`config.mk`:
```
export PLATFORM = sky130hd
export DESIGN_NAME = fpdivsqrt_resp_stage_flat
export DESIGN_NICKNAME = d
export VERILOG_FILES = /design/src/rtl/fpdivsqrt_pkg.sv /design/src/rtl/fpdivsqrt_resp_stage_if.sv /design/src/rtl/fpdivsqrt_sync_fifo.sv /design/src/rtl/fpdivsqrt_resp_stage.sv /design/src/flat_wrapper.sv
export SDC_FILE = /design/constraint.sdc
export NUM_CORES = 1
export LEC_CHECK = 0
export ABC_AREA = 0
export BUFFER_PORTS_ARGS = -buffer_cell sky130_fd_sc_hd__buf_2
export CAP_MARGIN = 20
export CORE_MARGIN = 2
export CORE_UTILIZATION = 40
export CTS_BUF_LIST = sky130_fd_sc_hd__clkbuf_4
export CTS_CLUSTER_SIZE = 20
export DETAILED_ROUTE_END_ITERATION = 16
export SETUP_SLACK_MARGIN = 0.02
export SYNTH_ARGS = -nofsm -noshare
export SYNTH_HDL_FRONTEND = slang
export SYNTH_SLANG_ARGS = --single-unit
```
`constraint.sdc`:
```
create_clock -name clk -period 2.5 [get_ports clk]
set_input_delay 0.125 -clock clk [delete_from_list [all_inputs] [get_ports clk]]
set_output_delay 0.125 -clock clk [all_outputs]
set_load 0.005 [all_outputs]
```
`src/rtl/fpdivsqrt_pkg.sv`:
```
// Shared definitions for the FP div/sqrt response stage.
// Holds the one-hot format codes, the NaN-box fill constants, the metadata
// and writeback entry layouts, and the NaN-boxing helper.
package fpdivsqrt_pkg;

    localparam logic [2:0] FMT_F16 = 3'b001;
    localparam logic [2:0] FMT_F32 = 3'b010;
    localparam logic [2:0] FMT_F64 = 3'b100;

    // Tag storage width inside the entries; the stage's TAG_W must not exceed it.
    localparam int PKG_TAG_W = 5;

    localparam logic [47:0] F16_BOX = 48'hFFFF_FFFF_FFFF;
    localparam logic [31:0] F32_BOX = 32'hFFFF_FFFF;

    typedef struct packed {
        logic [2:0]           fmt;
        logic [PKG_TAG_W-1:0] tag;
    } meta_t;

    typedef struct packed {
        logic [63:0]          data;
        logic [PKG_TAG_W-1:0] tag;
        logic [4:0]           fflags;
    } wb_entry_t;

    // Non-one-hot formats fall through unchanged; the stage flags them separately.
    function automatic logic [63:0] nan_box(input logic [2:0] fmt, input logic [63:0] res);
        logic [63:0] boxed;
        case (fmt)
            FMT_F16: boxed = {F16_BOX, res[15:0]};
            FMT_F32: boxed = {F32_BOX, res[31:0]};
            default: boxed = res;
        endcase
        return boxed;
    endfunction

endpackage

```
`src/rtl/fpdivsqrt_resp_stage_if.sv`:
```
// Handshake bundle between the div/sqrt unit, its issue logic and the
// register-file writeback port.
//   start_*   : issue metadata captured on each accepted start
//   finish_*  : divider result handshake and raw result/flags
//   wb_*      : NaN-boxed writeback entry toward the register file
// slave modport is the response stage; master is the surrounding logic.
interface fpdivsqrt_resp_stage_if #(
    parameter int TAG_W = 5
) ();
    logic             start_fire_i;
    logic [2:0]       start_fp_format_i;
    logic [TAG_W-1:0] start_tag_i;
    logic             meta_ready_o;
    logic             finish_valid_i;
    logic             finish_ready_o;
    logic [63:0]      fpdivsqrt_res_i;
    logic [4:0]       fflags_i;
    logic             wb_valid_o;
    logic             wb_ready_i;
    logic [63:0]      wb_data_o;
    logic [TAG_W-1:0] wb_tag_o;
    logic [4:0]       wb_fflags_o;

    modport slave (
        input  start_fire_i, start_fp_format_i, start_tag_i,
        input  finish_valid_i, fpdivsqrt_res_i, fflags_i, wb_ready_i,
        output meta_ready_o, finish_ready_o,
        output wb_valid_o, wb_data_o, wb_tag_o, wb_fflags_o
    );

    modport master (
        output start_fire_i, start_fp_format_i, start_tag_i,
        output finish_valid_i, fpdivsqrt_res_i, fflags_i, wb_ready_i,
        input  meta_ready_o, finish_ready_o,
        input  wb_valid_o, wb_data_o, wb_tag_o, wb_fflags_o
    );
endinterface

```
`src/rtl/fpdivsqrt_sync_fifo.sv`:
```
// Small synchronous FIFO with wrap-bit pointers.
// Ports: clk, rst_n (async active-low), flush (sync clear, overrides push/pop),
//        push/push_data, pop/pop_data (head entry), full, empty.
// Push while full and pop while empty are ignored.
module fpdivsqrt_sync_fifo #(
    parameter int WIDTH = 8,
    parameter int DEPTH = 2
) (
    input  logic             clk,
    input  logic             rst_n,
    input  logic             flush,
    input  logic             push,
    input  logic [WIDTH-1:0] push_data,
    input  logic             pop,
    output logic [WIDTH-1:0] pop_data,
    output logic             full,
    output logic             empty
);
    localparam int AW = $clog2(DEPTH);
    localparam logic [AW:0] PTR_ONE = (AW+1)'(1);

    logic [WIDTH-1:0] mem [DEPTH];
    logic [AW:0]      wr_ptr;
    logic [AW:0]      rd_ptr;
    logic             do_push;
    logic             do_pop;

    assign full     = (wr_ptr[AW] != rd_ptr[AW]) && (wr_ptr[AW-1:0] == rd_ptr[AW-1:0]);
    assign empty    = (wr_ptr == rd_ptr);
    assign do_push  = push && !full;
    assign do_pop   = pop && !empty;
    assign pop_data = mem[rd_ptr[AW-1:0]];

    always_ff @(posedge clk or negedge rst_n) begin
        if (!rst_n) begin
            wr_ptr <= '0;
            rd_ptr <= '0;
            for (int i = 0; i < DEPTH; i++) mem[i] <= '0;
        end else if (flush) begin
            wr_ptr <= '0;
            rd_ptr <= '0;
        end else begin
            if (do_push) begin
                mem[wr_ptr[AW-1:0]] <= push_data;
                wr_ptr <= wr_ptr + PTR_ONE;
            end
            if (do_pop) rd_ptr <= rd_ptr + PTR_ONE;
        end
    end
endmodule

```
`src/rtl/fpdivsqrt_resp_stage.sv`:
```
// Writeback/response stage for the scalar FP div/sqrt unit.
// Captures {format, tag} on every accepted start, pops it when the divider
// finishes, NaN-boxes the result and queues {data, tag, fflags} for writeback.
// Ports: clk, rst_n (async active-low), flush_i (sync clear of both FIFOs),
//        bus (handshake bundle, slave side), fflags_acc_o / fflags_clr_i
//        (sticky flag accumulator).
// Build option FPDIVSQRT_RESP_FFLAGS_ACC_EN: when defined, fflags_acc_o
// accumulates the flags of every popped writeback; otherwise it is tied to 0
// and fflags_clr_i is ignored.
module fpdivsqrt_resp_stage
    import fpdivsqrt_pkg::*;
#(
    parameter int TAG_W      = PKG_TAG_W,
    parameter int META_DEPTH = 2,
    parameter int OUT_DEPTH  = 2
) (
    input  logic                    clk,
    input  logic                    rst_n,
    input  logic                    flush_i,
    fpdivsqrt_resp_stage_if.slave   bus,
    output logic [4:0]              fflags_acc_o,
    input  logic                    fflags_clr_i
);
    meta_t     meta_in, meta_head;
    wb_entry_t out_in, out_head;
    logic      meta_full, meta_empty;
    logic      out_full, out_empty;
    logic      fin_fire;
    logic      wb_pop;

    assign meta_in = {bus.start_fp_format_i, PKG_TAG_W'(bus.start_tag_i)};

    fpdivsqrt_sync_fifo #(.WIDTH($bits(meta_t)), .DEPTH(META_DEPTH)) u_meta_fifo (
        .clk       (clk),
        .rst_n     (rst_n),
        .flush     (flush_i),
        .push      (bus.start_fire_i),
        .push_data (meta_in),
        .pop       (fin_fire),
        .pop_data  (meta_head),
        .full      (meta_full),
        .empty     (meta_empty)
    );

    // Ready is derived from state only, so finish_valid_i never reaches wb_valid_o
    // in the same cycle.
    assign bus.meta_ready_o   = !meta_full;
    assign bus.finish_ready_o = !meta_empty && !out_full;
    assign fin_fire           = bus.finish_valid_i && bus.finish_ready_o;

    assign out_in = {nan_box(meta_head.fmt, bus.fpdivsqrt_res_i), meta_head.tag, bus.fflags_i};

    fpdivsqrt_sync_fifo #(.WIDTH($bits(wb_entry_t)), .DEPTH(OUT_DEPTH)) u_out_fifo (
        .clk       (clk),
        .rst_n     (rst_n),
        .flush     (flush_i),
        .push      (fin_fire),
        .push_data (out_in),
        .pop       (wb_pop),
        .pop_data  (out_head),
        .full      (out_full),
        .empty     (out_empty)
    );

    assign bus.wb_valid_o  = !out_empty;
    assign bus.wb_data_o   = out_head.data;
    assign bus.wb_tag_o    = TAG_W'(out_head.tag);
    assign bus.wb_fflags_o = out_head.fflags;
    assign wb_pop          = bus.wb_valid_o && bus.wb_ready_i;

`ifdef FPDIVSQRT_RESP_FFLAGS_ACC_EN
    logic [4:0] fflags_acc;

    // Clear wins over a same-cycle pop; that pop's flags are dropped.
    always_ff @(posedge clk or negedge rst_n) begin
        if (!rst_n)            fflags_acc <= '0;
        else if (fflags_clr_i) fflags_acc <= '0;
        else if (wb_pop)       fflags_acc <= fflags_acc | bus.wb_fflags_o;
    end

    assign fflags_acc_o = fflags_acc;
`else
    logic unused_fflags_clr;
    assign unused_fflags_clr = fflags_clr_i;
    assign fflags_acc_o      = '0;
`endif

    a_start_not_full: assert property (@(posedge clk) disable iff (!rst_n)
        bus.start_fire_i |-> !meta_full);

    a_fmt_onehot: assert property (@(posedge clk) disable iff (!rst_n)
        fin_fire |-> $onehot(meta_head.fmt));

endmodule

```
`src/flat_wrapper.sv`:
```
// flat-port wrapper written by rule: the top's interface ports become plain ports
module fpdivsqrt_resp_stage_flat import fpdivsqrt_pkg::*;
#(
    parameter int TAG_W      = PKG_TAG_W,
    parameter int META_DEPTH = 2,
    parameter int OUT_DEPTH  = 2
)
  (clk, rst_n, flush_i, fflags_acc_o, fflags_clr_i, bus_start_fire_i, bus_start_fp_format_i, bus_start_tag_i, bus_finish_valid_i, bus_fpdivsqrt_res_i, bus_fflags_i, bus_wb_ready_i, bus_meta_ready_o, bus_finish_ready_o, bus_wb_valid_o, bus_wb_data_o, bus_wb_tag_o, bus_wb_fflags_o);
  fpdivsqrt_resp_stage_if #(.TAG_W(TAG_W)) bus_i ();
  input  logic clk;
  input  logic rst_n;
  input  logic flush_i;
  output logic [4:0] fflags_acc_o;
  input  logic fflags_clr_i;
  input wire logic [$bits(bus_i.start_fire_i)-1:0] bus_start_fire_i;
  input wire logic [$bits(bus_i.start_fp_format_i)-1:0] bus_start_fp_format_i;
  input wire logic [$bits(bus_i.start_tag_i)-1:0] bus_start_tag_i;
  input wire logic [$bits(bus_i.finish_valid_i)-1:0] bus_finish_valid_i;
  input wire logic [$bits(bus_i.fpdivsqrt_res_i)-1:0] bus_fpdivsqrt_res_i;
  input wire logic [$bits(bus_i.fflags_i)-1:0] bus_fflags_i;
  input wire logic [$bits(bus_i.wb_ready_i)-1:0] bus_wb_ready_i;
  output wire logic [$bits(bus_i.meta_ready_o)-1:0] bus_meta_ready_o;
  output wire logic [$bits(bus_i.finish_ready_o)-1:0] bus_finish_ready_o;
  output wire logic [$bits(bus_i.wb_valid_o)-1:0] bus_wb_valid_o;
  output wire logic [$bits(bus_i.wb_data_o)-1:0] bus_wb_data_o;
  output wire logic [$bits(bus_i.wb_tag_o)-1:0] bus_wb_tag_o;
  output wire logic [$bits(bus_i.wb_fflags_o)-1:0] bus_wb_fflags_o;
  assign bus_i.start_fire_i = bus_start_fire_i;
  assign bus_i.start_fp_format_i = bus_start_fp_format_i;
  assign bus_i.start_tag_i = bus_start_tag_i;
  assign bus_i.finish_valid_i = bus_finish_valid_i;
  assign bus_i.fpdivsqrt_res_i = bus_fpdivsqrt_res_i;
  assign bus_i.fflags_i = bus_fflags_i;
  assign bus_i.wb_ready_i = bus_wb_ready_i;
  assign bus_meta_ready_o = bus_i.meta_ready_o;
  assign bus_finish_ready_o = bus_i.finish_ready_o;
  assign bus_wb_valid_o = bus_i.wb_valid_o;
  assign bus_wb_data_o = bus_i.wb_data_o;
  assign bus_wb_tag_o = bus_i.wb_tag_o;
  assign bus_wb_fflags_o = bus_i.wb_fflags_o;
  fpdivsqrt_resp_stage #(.TAG_W(TAG_W), .META_DEPTH(META_DEPTH), .OUT_DEPTH(OUT_DEPTH)) u_core (.clk(clk), .rst_n(rst_n), .flush_i(flush_i), .bus(bus_i), .fflags_acc_o(fflags_acc_o), .fflags_clr_i(fflags_clr_i));
endmodule
```
==> results by group <==
Power and ir drop
  – Psw: 4220 uW
  – Switching fraction of total power: between 30% and 40%
  – Total internal power: 7600 uW
  – Portion of total power attributed to combinational logic: 44.3%
  – Clock Power Share: ~16%
  – Pleak: 0.00439 uW
  – Sequential Power Share: 40.2%
  – Maximum vdd ir drop: 624 uV
  – Pwr Density: 1200 nW/um^2

Place
  – Placement-stage worst setup slack: 468 ps
  – Port buffer count: 159
  – # placed instances: 1029
  – Final weighted congestion in routability-driven placement: 0.726
  – Sum of net half-perimeters after detailed placement: 10.1 mm

Layout
  – Filler-free cell count of the finished design: between 1000 and 1500
  – End-of-flow core utilization: 52.8%
  – Layout Nets: 981
  – Number of filler instances in the final layout: 1691
  – Area Growth Syn to Fin: 29.9%
  – Share of cells above drive strength 1: between 30% and 40%

Critical path
  – Slack of the worst reg-to-reg path: 470 ps
  – Classification of the worst setup path: reg2out
  – Worst Reg-to-Reg Cells: 6
  – Buf/Inv on CP: 2
  – Endpoint arrival time on the critical path: 2010 ps
  – Worst-path cell chain: buf_12, xor2_1, or2_2, buf_2
  – Category of cells accounting for the largest share of critical-path delay: buffers and inverters
  – Start of the worst register-to-register path: u_core.u_out_fifo.wr_ptr[0]$_DFFE_PN0P_
  – Critical Path Slowest Stage Cell: sky130_fd_sc_hd__dfrtp_4
  – Required time reported for the critical path endpoint: approximately 2400 ps
  – Reg-to-Reg End: u_core.u_out_fifo.mem[108]$_DFFE_PN0P_
  – Worst setup EP type: output port
  – Startpoint Class: register
  – Highest net fanout along the worst path: 77
  – Slowest cell delay on critical path: 460 ps

GRT
  – Number of global-route vias before repair: 5710
  – Global-route usage over all layers: 17.2%
  – Pin count of the biggest net entering global routing: approximately 110
  – Antenna violations before repair: 1
  – Total congestion overflow after global routing: 0
  – Wire length of the first global-routing pass: 27.6 mm

Synthesis
  – Number of warnings printed during yosys synthesis: 0
  – Predominant post-synthesis flop cell: sky130_fd_sc_hd__dfrtp_1
  – Top cells by area, synth: sky130_fd_sc_hd__dfrtp_1, sky130_fd_sc_hd__mux2_2, sky130_fd_sc_hd__nor2_1
  – Part of the Yosys area used for sequential elements: between 50 and 60%
  – Count of unique library cells instantiated by Yosys: 30
  – Top cell type's share of synthesized area: 56.8%
  – Netlist area before placement: 7580 sq um
  – #FFs+latches synth: approximately 170
  – Synth async-reset ratio: 100%
  – Post-synth EDFFs: 0
  – Leading area contributor after synthesis: sky130_fd_sc_hd__dfrtp_1
  – Post-Synthesis Cells: 664
  – Average cell area after synthesis: 11.4 sq um

Routing
  – Remaining design rule violation count: 0
  – Total vias in the final route: ~5600
  – Avg WL per Cell: 14.6 um
  – First-pass iteration count of the detailed router: 4
  – Via-per-instance ratio: 4.90
  – Post-route antenna net violation count: 0
  – Detailed-route wire length: 16.7 mm
  – Iteration-0 DRC Markers: 216

STA
  – Largest clock skew in the final design: 25.2 ps
  – Total setup violations reported at the end of the flow: 0
  – Actual slew at the worst max-slew pin: 786 ps
  – Final critical-path setup slack: 366 ps
  – Headroom to the max-slew limit: a little under half
  – Setup repair after global routing missed its margin: false
  – Max Freq: 469 MHz
  – Setup tns final: 0 ps
  – Final critical delay including setup and external delays: 2130 ps
  – Number of hold-slack violations in the final timing report: 0
  – Fin crit share: a little under nine tenths
  – Number of slew-limit violations in the final report: 0

Hold path
  – Class of the tightest hold or removal check: in2async

CTS
  – CTS root buf: sky130_fd_sc_hd__clkbuf_4
  – Clock latency reported for the late side of the worst-skew pair: between 500 and 600 ps
  – Worst-case clock buffer depth: 2
  – Number of clock sinks: 172
  – Total CTS buffers: 17
  – Setup Fix Bufs, Post-CTS: 0
  – Clk pin slew, worst setup/hold paths: 160 ps
  – CTS tree: yes
  – Clock H-tree levels: 4

Floorplan
  – Chip width: 142 um
  – Total Die Area: 20100 sq um
  – Top-level port count: around 170
  – Placement Rows: 50
  – Overall die height: about 140 um
  – Total core area: 18600 sq um
  – Starting density of the core: 40.7%

Status
  – Outcome: completed

Run
  – Count of max-cap constraint violations: 0
## cells by family (layout without fill, tap and decap cells)
family | Yosys count | after routing | synth area share [%]
buffers and inverters | 50 | 292 | 3.14
other | 1 | 6 | 0.0495
and+or+nand+nor | 170 | 170 | 9.03
muxes | 137 | 137 | 20.3
xor gates and xnor gates | 14 | 14 | 1.72
DFF | 172 | 172 | 56.8
AOI/OAI and AO/OA | 120 | 120 | 9.00
## what timing repair did
| action | 4_1_cts | 5_1_grt |
|---|---|---|
| hold endpoints to repair | 334 | 0 |
| hold buffers | 83 | 0 |
| gates resized for setup | 0 | 0 |
## registers in the layout, summed over array words and instances, names as in the netlist
signal,count
u_core.u_out_fifo.mem,148
u_core.u_meta_fifo.mem,16
u_core.u_meta_fifo.rd_ptr,2
u_core.u_meta_fifo.wr_ptr,2
u_core.u_out_fifo.rd_ptr,2
u_core.u_out_fifo.wr_ptr,2
## power by group through the flow
stage / clock network [uW] / logic (uW) / registers (uW)
after floorplan: 0 / 3500 / 4590
after global placement: 0 / 5110 / 4790
after detailed placement: 0 / 5180 / 4830
after CTS: 1920 / 5310 / 4760
after global routing: 2030 / 5840 / 4930
final: 1830 / 5230 / 4760
## metal layers
layer | track usage (%) | part of all wire (%) | wire (um)
met5 | 0 | 0 | 0
met4 | 6.05 | 1.6 | 269
met3 | 3.31 | 3.3 | 554
met2 | 29.4 | 49 | 8150
met1 | 22.1 | 46 | 7690
## Yosys cell counts (all sizes together), types with 3 or more instances
| cell type | n |
|---|---|
| xor2 | 7 |
| mux2 | 132 |
| a221oi | 3 |
| a21oi | 108 |
| buf | 26 |
| nor2 | 160 |
| dfrtp | 172 |
| xnor2 | 7 |
| mux2i | 5 |
| nand3b | 3 |
| clkbuf | 22 |
## how the worst max path moves through the flow
stage                                             startpoint                                     to  slack (ps)  depth (start not counted)
floorplan            u_core.u_out_fifo.wr_ptr[0]$_DFFE_PN0P_  u_core.u_out_fifo.mem[85]$_DFFE_PN0P_         570                          5
global placement     u_core.u_out_fifo.wr_ptr[0]$_DFFE_PN0P_   u_core.u_out_fifo.mem[1]$_DFFE_PN0P_         500                          4
detailed placement   u_core.u_out_fifo.wr_ptr[0]$_DFFE_PN0P_   u_core.u_out_fifo.mem[0]$_DFFE_PN0P_         470                          4
CTS                  u_core.u_out_fifo.rd_ptr[0]$_DFFE_PN0P_                         bus_wb_valid_o         290                          4
global route        u_core.u_meta_fifo.rd_ptr[0]$_DFFE_PN0P_                     bus_finish_ready_o         170                          3
finish               u_core.u_out_fifo.rd_ptr[0]$_DFFE_PN0P_                         bus_wb_valid_o         370                          4
## layout make-up
type / count / area [sq um] / area share [%]
flip-flops and latches: 172 / 4310 / 43.7
multi-input cells: 446 / 3080 / 31.3
repair buffers: 258 / 1830 / 18.5
well taps: 234 / 293 / 2.97
clock inverters: 15 / 205 / 2.08
clock buffers: 17 / 128 / 1.30
inverters: 2 / 7.51 / 0.0762
diodes: 1 / 2.50 / 0.0254
## per-stage QoR
stage | area, sq um | hold WS (ps) | power (uW)
3_5_place_dp | 8670 | 24.6 | 10000
2_1_floorplan | 7590 | -171 | 8090
3_3_place_gp | 8670 | 24.2 | 9900
5_1_grt | 9850 | 32.3 | 12800
4_1_cts | 9840 | 33.0 | 12000
6_report | 9850 | 91.6 | 11800
## layout by cell type (no fill, tap or decap), drive strengths merged, types with 2 or more instances in the layout
cell,netlist,layout
nand2b,2,2
buf,26,176
dfrtp,172,172
nand3b,3,3
a221oi,3,3
o21ai,2,2
inv,2,9
mux2i,5,5
xor2,7,7
dlygate4sd3,0,82
a21bo,2,2
bufinv,0,4
clkbuf,22,17
xnor2,7,7
conb,1,5
mux2,132,132
a21oi,108,108
clkinv,0,3
o211ai,2,2
nor2,160,160
## worst register-to-register path, cell delays in order, from the launching register on
cell                       delay [ps]
sky130_fd_sc_hd__dfrtp_1          500
sky130_fd_sc_hd__or3b_1           420
sky130_fd_sc_hd__a221oi_4         260
sky130_fd_sc_hd__buf_12           320
sky130_fd_sc_hd__buf_4            300
sky130_fd_sc_hd__nor2_1            60
sky130_fd_sc_hd__a21oi_1          110
Power figures use the tool's default switching activity.
